--- src/rtl/wb_arbiter.sv ---
// Two-requester Wishbone arbiter: round-robin on ties, no preemption,
// and a per-transfer ack timeout that aborts the owner through a DRAIN state.
module wb_arbiter #(
  parameter int TIMEOUT_CYCLES = 255
) (
  input  logic        clk_in,
  input  logic        reset_in,
  input  logic        m0_cyc_in,
  input  logic        m0_stb_in,
  input  logic        m0_we_in,
  input  logic [31:0] m0_addr_in,
  input  logic [31:0] m0_wdata_in,
  input  logic [3:0]  m0_sel_in,
  output logic        m0_ack_out,
  output logic        m0_err_out,
  output logic [31:0] m0_rdata_out,
  input  logic        m1_cyc_in,
  input  logic        m1_stb_in,
  input  logic        m1_we_in,
  input  logic [31:0] m1_addr_in,
  input  logic [31:0] m1_wdata_in,
  input  logic [3:0]  m1_sel_in,
  output logic        m1_ack_out,
  output logic        m1_err_out,
  output logic [31:0] m1_rdata_out,
  output logic        s_cyc_out,
  output logic        s_stb_out,
  output logic        s_we_out,
  output logic [31:0] s_addr_out,
  output logic [31:0] s_wdata_out,
  output logic [3:0]  s_sel_out,
  input  logic        s_ack_in,
  input  logic [31:0] s_rdata_in,
  output logic [1:0]  grant_out,
  output logic [1:0]  fsm_state_out
);

  // Handshake: a transfer is pending while s_stb_out is high; it completes in
  // any cycle where s_ack_in is also high. No ready/backpressure beyond that.

  typedef enum logic [1:0] {
    IDLE   = 2'd0,
    GRANT0 = 2'd1,
    GRANT1 = 2'd2,
    DRAIN  = 2'd3
  } state_t;

  localparam logic [15:0] LIMIT = 16'(TIMEOUT_CYCLES - 1);

  state_t      state, state_nxt;
  logic        last_grant, last_grant_nxt;  // 1 = m1 owned the bus last
  logic [15:0] wait_cnt;
  logic        g0, g1, waiting, timeout, owner_cyc;

  assign g0        = (state == GRANT0);
  assign g1        = (state == GRANT1);
  assign waiting   = s_stb_out & ~s_ack_in;
  assign timeout   = waiting & (wait_cnt == LIMIT);
  // In DRAIN the owner is still the requester recorded on grant entry.
  assign owner_cyc = last_grant ? m1_cyc_in : m0_cyc_in;

  always_ff @(posedge clk_in or negedge reset_in) begin
    if (!reset_in) begin
      state      <= IDLE;
      last_grant <= 1'b1;
      wait_cnt   <= 16'd0;
    end else begin
      state      <= state_nxt;
      last_grant <= last_grant_nxt;
      wait_cnt   <= waiting ? wait_cnt + 16'd1 : 16'd0;
    end
  end

  always_comb begin
    state_nxt      = state;
    last_grant_nxt = last_grant;
    case (state)
      IDLE: begin
        if (m0_cyc_in && (!m1_cyc_in || last_grant)) begin
          state_nxt      = GRANT0;
          last_grant_nxt = 1'b0;
        end else if (m1_cyc_in) begin
          state_nxt      = GRANT1;
          last_grant_nxt = 1'b1;
        end
      end
      GRANT0: begin
        if (timeout)         state_nxt = DRAIN;
        else if (!m0_cyc_in) state_nxt = IDLE;
      end
      GRANT1: begin
        if (timeout)         state_nxt = DRAIN;
        else if (!m1_cyc_in) state_nxt = IDLE;
      end
      DRAIN: begin
        if (!owner_cyc) state_nxt = IDLE;
      end
      default: state_nxt = IDLE;
    endcase
  end

  always_comb begin
    s_cyc_out   = 1'b0;
    s_stb_out   = 1'b0;
    s_we_out    = 1'b0;
    s_addr_out  = 32'd0;
    s_wdata_out = 32'd0;
    s_sel_out   = 4'd0;
    if (g0) begin
      s_cyc_out   = m0_cyc_in;
      s_stb_out   = m0_stb_in;
      s_we_out    = m0_we_in;
      s_addr_out  = m0_addr_in;
      s_wdata_out = m0_wdata_in;
      s_sel_out   = m0_sel_in;
    end else if (g1) begin
      s_cyc_out   = m1_cyc_in;
      s_stb_out   = m1_stb_in;
      s_we_out    = m1_we_in;
      s_addr_out  = m1_addr_in;
      s_wdata_out = m1_wdata_in;
      s_sel_out   = m1_sel_in;
    end
  end

  assign m0_ack_out    = g0 & s_ack_in;
  assign m1_ack_out    = g1 & s_ack_in;
  assign m0_err_out    = g0 & timeout;
  assign m1_err_out    = g1 & timeout;
  assign m0_rdata_out  = g0 ? s_rdata_in : 32'd0;
  assign m1_rdata_out  = g1 ? s_rdata_in : 32'd0;
  assign grant_out     = {g1, g0};
  assign fsm_state_out = state;

endmodule

--- config.mk ---
export PLATFORM = sky130hd
export DESIGN_NAME = wb_arbiter
export DESIGN_NICKNAME = d
export VERILOG_FILES = /design/src/rtl/wb_arbiter.sv
export SDC_FILE = /design/constraint.sdc
export NUM_CORES = 1
export LEC_CHECK = 0
export ABC_AREA = 0
export CAP_MARGIN = 10
export CORE_AREA = 4 4 122 124
export CTS_CLUSTER_DIAMETER = 40
export CTS_CLUSTER_SIZE = 20
export DETAILED_ROUTE_END_ITERATION = 10
export DIE_AREA = 0 0 126 128
export PLACE_DENSITY = 0.67
export SYNTH_ARGS = -nofsm -noshare
export SYNTH_HDL_FRONTEND = slang
export SYNTH_SLANG_ARGS = --single-unit
export TNS_END_PERCENT = 1
--- constraint.sdc ---
create_clock -name clk_in -period 1.8 [get_ports clk_in]
set_clock_uncertainty 0.1 [all_clocks]
set_input_delay 0.18 -clock clk_in [delete_from_list [all_inputs] [get_ports clk_in]]
set_output_delay 0.18 -clock clk_in [all_outputs]
set_load 0.05 [all_outputs]
* Yosys cells after proc, flatten, opt, wreduce, memory -nomap -nowiden
Cells that the tools add are included.
Widths: inputs -> output; s select.
** Operators by class
- Reductions and logical operators :: 7
- Bitwise gates (word level) :: 7
- Add/subtract/negate cells :: 1
- Muxes and demuxes :: 26
- Equality and inequality tests :: 8
** Operators with widths (count)
- $mux 32 :: 6
- $add 16x1->16 const B :: 1
- $eq 16x8->1 const B :: 1
- $mux 16 :: 1
- $mux 2 :: 7
- $mux 1 :: 9
- $mux 4 :: 2
- $pmux 2 s4 :: 1
- $and 1x1->1 :: 6
- $ne 3x2->1 const B :: 2
- $eq 2x2->1 const B :: 2
- $reduce_and 4->1 :: 1
- $ne 3x3->1 const B :: 1
- $eq 2x1->1 const B :: 1
- $logic_not 2->1 :: 1
- $ne 2x2->1 const B :: 1
- $reduce_and 2->1 :: 1
- $reduce_bool 2->1 :: 1
- $logic_and 1x1->1 :: 1
- $logic_not 1->1 :: 1
- $logic_or 1x1->1 :: 1
- $not 1->1 :: 1
** Storage, ports and cells
- Word-level logic and storage cells :: 52
- Input bits :: 177
- Register bits :: 19
- Output and inout port bits :: 143

* Logic depth before layout (Yosys ltp)
- Word-level depth :: 7
- Mapped depth :: 8

* Worst setup path before layout
OpenSTA, ideal clock, no wires.
- Path kind :: register to output
- From :: register state[0] (netlist: fsm_state_out[0])
- To :: output s_addr_out[0]
- Stages on the path, launching flop included :: 7
- Buffers on the path :: 2
- Arrival time :: 2708 ps
- Setup slack :: -1188 ps
- Data required time :: 1520 ps
- Cell sequence :: dfrtp_1 inv_1 ha_1 clkbuf_1 clkbuf_1 nand2_1 o21ai_0
** On the way
- Cells in the longest elaborated chain, start to end :: 3
- Elaborated cells on any way between the ends :: 4
- Classes of those cells :: eq/ne: 2; mux: 2
** Ends and longest elaborated chain
- start, declared :: line 50 : state_t state, state_nxt;
- start signal, assigned :: line 68 : state <= state_nxt;
- $eq 2x2->1 :: line 56 : assign g1 = (state == GRANT1);
- net g1 :: line 53 : logic g0, g1, waiting, timeout, owner_cyc;
- $mux 32 :: line 116 : end else if (g1) begin
- $mux 32 :: line 109 : if (g0) begin
- end, declared :: line 29 : output logic [31:0] s_addr_out,
The timed path passes the listed nets, and every way through them passes these cells.

* Worst setup path in the final report
- From :: register wait_cnt[12]
- To :: output m0_err_out
** On the way
- Cells in the longest elaborated chain, start to end :: 3
** Ends and longest elaborated chain
- start, declared :: line 52 : logic [15:0] wait_cnt;
- start signal, assigned :: line 70 : wait_cnt <= waiting ? wait_cnt + 16'd1 : 16'd0;
- $eq 16x8->1 :: line 58 : assign timeout = waiting & (wait_cnt == LIMIT);
- $and 1x1->1 :: line 58
- $and 1x1->1 :: line 128 : assign m0_err_out = g0 & timeout;
- end, declared :: line 15 : output logic m0_err_out,
No other way between the ends.

==> impl_results.md <==
* WS Path Type: reg -> out
* Fraction of layout cells with a size suffix above 1 at 0.376
* Wire per inst at 17.1 um
* Clk pwr share at 0.029
* Yosys warns at 0
* WP data arrival at 2.08 ns
* Register area share after synthesis at 0.186
* Initial antenna violation count at 2
* Slew HR at 0.795
* DRT antenna net count at 0
* I/O Buffers at 319
* Final wirelength at 16700 um
* Max cap viols at 0
* Largest cells by area after synthesis: nand2_1 (21%), dfrtp_1 (18%), and2_1 (17%)
* First-pass GRT wire length at 23800 um
* Root Buffer: clkbuf_16
* Internal power consumption at 7.68 mW
* Required @ worst endpoint at 1.52 ns
* CP startpoint kind: flop
* Core box area at 0.0138 mm^2
* Max Fclk at 424 MHz
* Max Transition Viols Final at 0
* Full die area at 0.0161 mm^2
* Io pins at 320
* Leak at 3.50 nW
* Area of the mapped netlist at 0.00256 mm^2
* Clock Tree Buf Depth at 2
* FP Rows at 43
* Final Critical Period at 2.36 ns
* Synth Area per Inst at 6.04 um^2
* Sequential power share at 0.034
* CP max FO at 2
* Dominant cell type by area after synthesis: nand2_1
* RR Endpoint: fsm_state_out[1]$_DFFE_PN0P_
* Util after Layout at 0.604
* First drt pass iteration count at 4
* P per Cell Area at 1870 mW/mm^2
* Status: finished, violations left
* Vias per cell at 4.24
* Worst-Skew Late Latency at 0.25 ns
* Mapped Nets at 608
* GRT overflow at 0
* Initial Util at 0.186
* Diode count at 0
* Leading cell types by count after synthesis: nand2_1 (142), and2_1 (71), o21ai_0 (71)
* Final number of setup-violating endpoints at 115
* TritonCTS Sinks at 19
* FILL cells at 1145
* Flop-to-flop setup slack at -0.20 ns
* Logic pwr share at 0.937
* Count leader, synth: nand2_1
* Hold Crit Class: in -> async
* Htree depth at 1
* Dominant register cell in the synthesized netlist: dfrtp_1
* Total CTS buffers at 3
* Worst R2R Path Depth at 7
* Final Hold Vio Count at 0
* Vias at 4151
* Final HPWL DP at 14100 um
* Max incr delay on CP at 0.54 ns
* Tightest Pin Transition at 0.308 ns
* Initial detailed-routing violation count at 161
* CTS tree: done
* Layout area overhead at 225%
* Gp weighted congestion at 0.876
* Synthesis-stage register bit count at 19
* RR Startpoint: fsm_state_out[1]$_DFFE_PN0P_
* Violated checks: negative setup slack
* VDD IR-drop max at 1210 uV
* Pre-CTS setup slack at -0.370 ns
* Post-synth ARST share at 1.00
* DIE WIDTH at 126 um
* RSZ-0062 raised after global routing: yes
* Largest net degree at the start of global routing at 51
* CP max-delay cell: or4_4
* EDFF count, synth at 0
* PnR worst setup slack at -0.559 ns
* Final nets at 985
* Cts hold-fix bufs at 0
* Synth top area share at 0.208
* Residual DRC at 0
* Non-Filler Instances at 980
* Crit path cell chain: or4_4 -> or3b_4 -> nor3b_4 -> and2_4 -> buf_12
* Total GRT Usage at 0.191
* Die Y at 128 um
* Crit. End Element: primary output
* Clock slew at reported path FFs at 0.05 ns
* Switching power at 7.86 mW
* Post-CTS Setup Inserts at 0
* Switch share at 0.506
* Distinct cells, synth at 37
* Final period utilization at 1.31
* Vias in the first global route at 3995
* Post-Synthesis Cells at 424
* Placed instance count at 975
## worst max-delay path, delay by kind of cell, from the launching register on
family                 cells  cell delay, ns
buffers and inverters      1            0.13
DFF                        1            0.38
and+or+nand+nor            4            1.32
## sequential cells by signal, indices dropped and copies added, names as in the netlist
name / count
last_grant: 1
wait_cnt: 16
fsm_state_out: 2
## cells by family (layout without fill, tap and decap cells)
kind of cell    after synthesis  in the layout  synth area share
buf+inv                      41            417            0.0650
mux                           1              1           0.00440
xor+xnor                      9              9            0.0308
flops                        19             19             0.186
compound gates               91             91             0.195
fa+ha+maj                     7              7            0.0342
simple gates                256            256             0.484
## per-layer routing
layer	global-route usage	share of wire	vias up
met4	0.0505	0.021	4
met5	0	0.0014	-
li1	-	-	2152
met3	0.0358	0.061	21
met2	0.357	0.53	149
met1	0.221	0.38	1825
## cell type report
class	count	area, um^2	area share
timing repair buffer	409	5400	0.649
clock buffer	3	75.1	0.00902
inverter	4	15.0	0.00180
clock inverter	1	5.00	0.000602
tap	180	225	0.0271
sequential	19	477	0.0573
multi-input combinational	364	2130	0.255
## worst max-delay path by stage
stage,startpoint,to,slack [ns],cells past startpoint
finish,wait_cnt[12]$_DFF_PN0_,m0_err_out,-0.56,5
global route,wait_cnt[12]$_DFF_PN0_,m1_err_out,-0.62,5
CTS,wait_cnt[12]$_DFF_PN0_,m0_err_out,-0.57,5
detailed placement,wait_cnt[12]$_DFF_PN0_,m0_err_out,-0.37,5
global placement,wait_cnt[12]$_DFF_PN0_,m0_err_out,-0.35,5
floorplan,fsm_state_out[0]$_DFFE_PN0P_,s_addr_out[10],-1.19,6
## per-stage QoR
stage	cell area, um^2	power (mW)	TNS (ns)	hold WS (ns)
6_report	8320	15.5	-17.32	0.148
5_1_grt	8320	16.1	-29.35	0.182
4_1_cts	8200	15.4	-19.79	0.157
3_5_place_dp	7940	14.4	-13.48	0.429
3_3_place_gp	7940	14.3	-11.99	0.411
2_1_floorplan	2560	6.71	-125.36	-0.216
## what timing repair did
action                                 4_1_cts  5_1_grt
pin swaps                                    3       20
gates resized for setup                     77       57
gates cloned                                 1        0
endpoints found under the hold margin        0        0
setup endpoints to repair                  158      143
## power by group through the flow
stage	Sequential, mW	Combinational [mW]	Clock (mW)
5_1_grt	0.528	15.1	0.482
6_report	0.522	14.6	0.458
4_1_cts	0.523	14.4	0.469
2_1_floorplan	0.605	6.11	0
3_3_place_gp	0.522	13.8	0
3_5_place_dp	0.526	13.9	0
## layout by cell type, fill, tap and decap left out, types with 12 or more instances in the layout
| cell | n |
|---|---|
| and2_1 | 34 |
| nor2_1 | 12 |
| and2_4 | 37 |
| buf_4 | 82 |
| clkdlybuf4s50_1 | 176 |
| o21ai_1 | 43 |
| dfrtp_1 | 18 |
| buf_12 | 147 |
| nand2_1 | 141 |
| o21ai_0 | 17 |
Power figures use the tool's default switching activity.
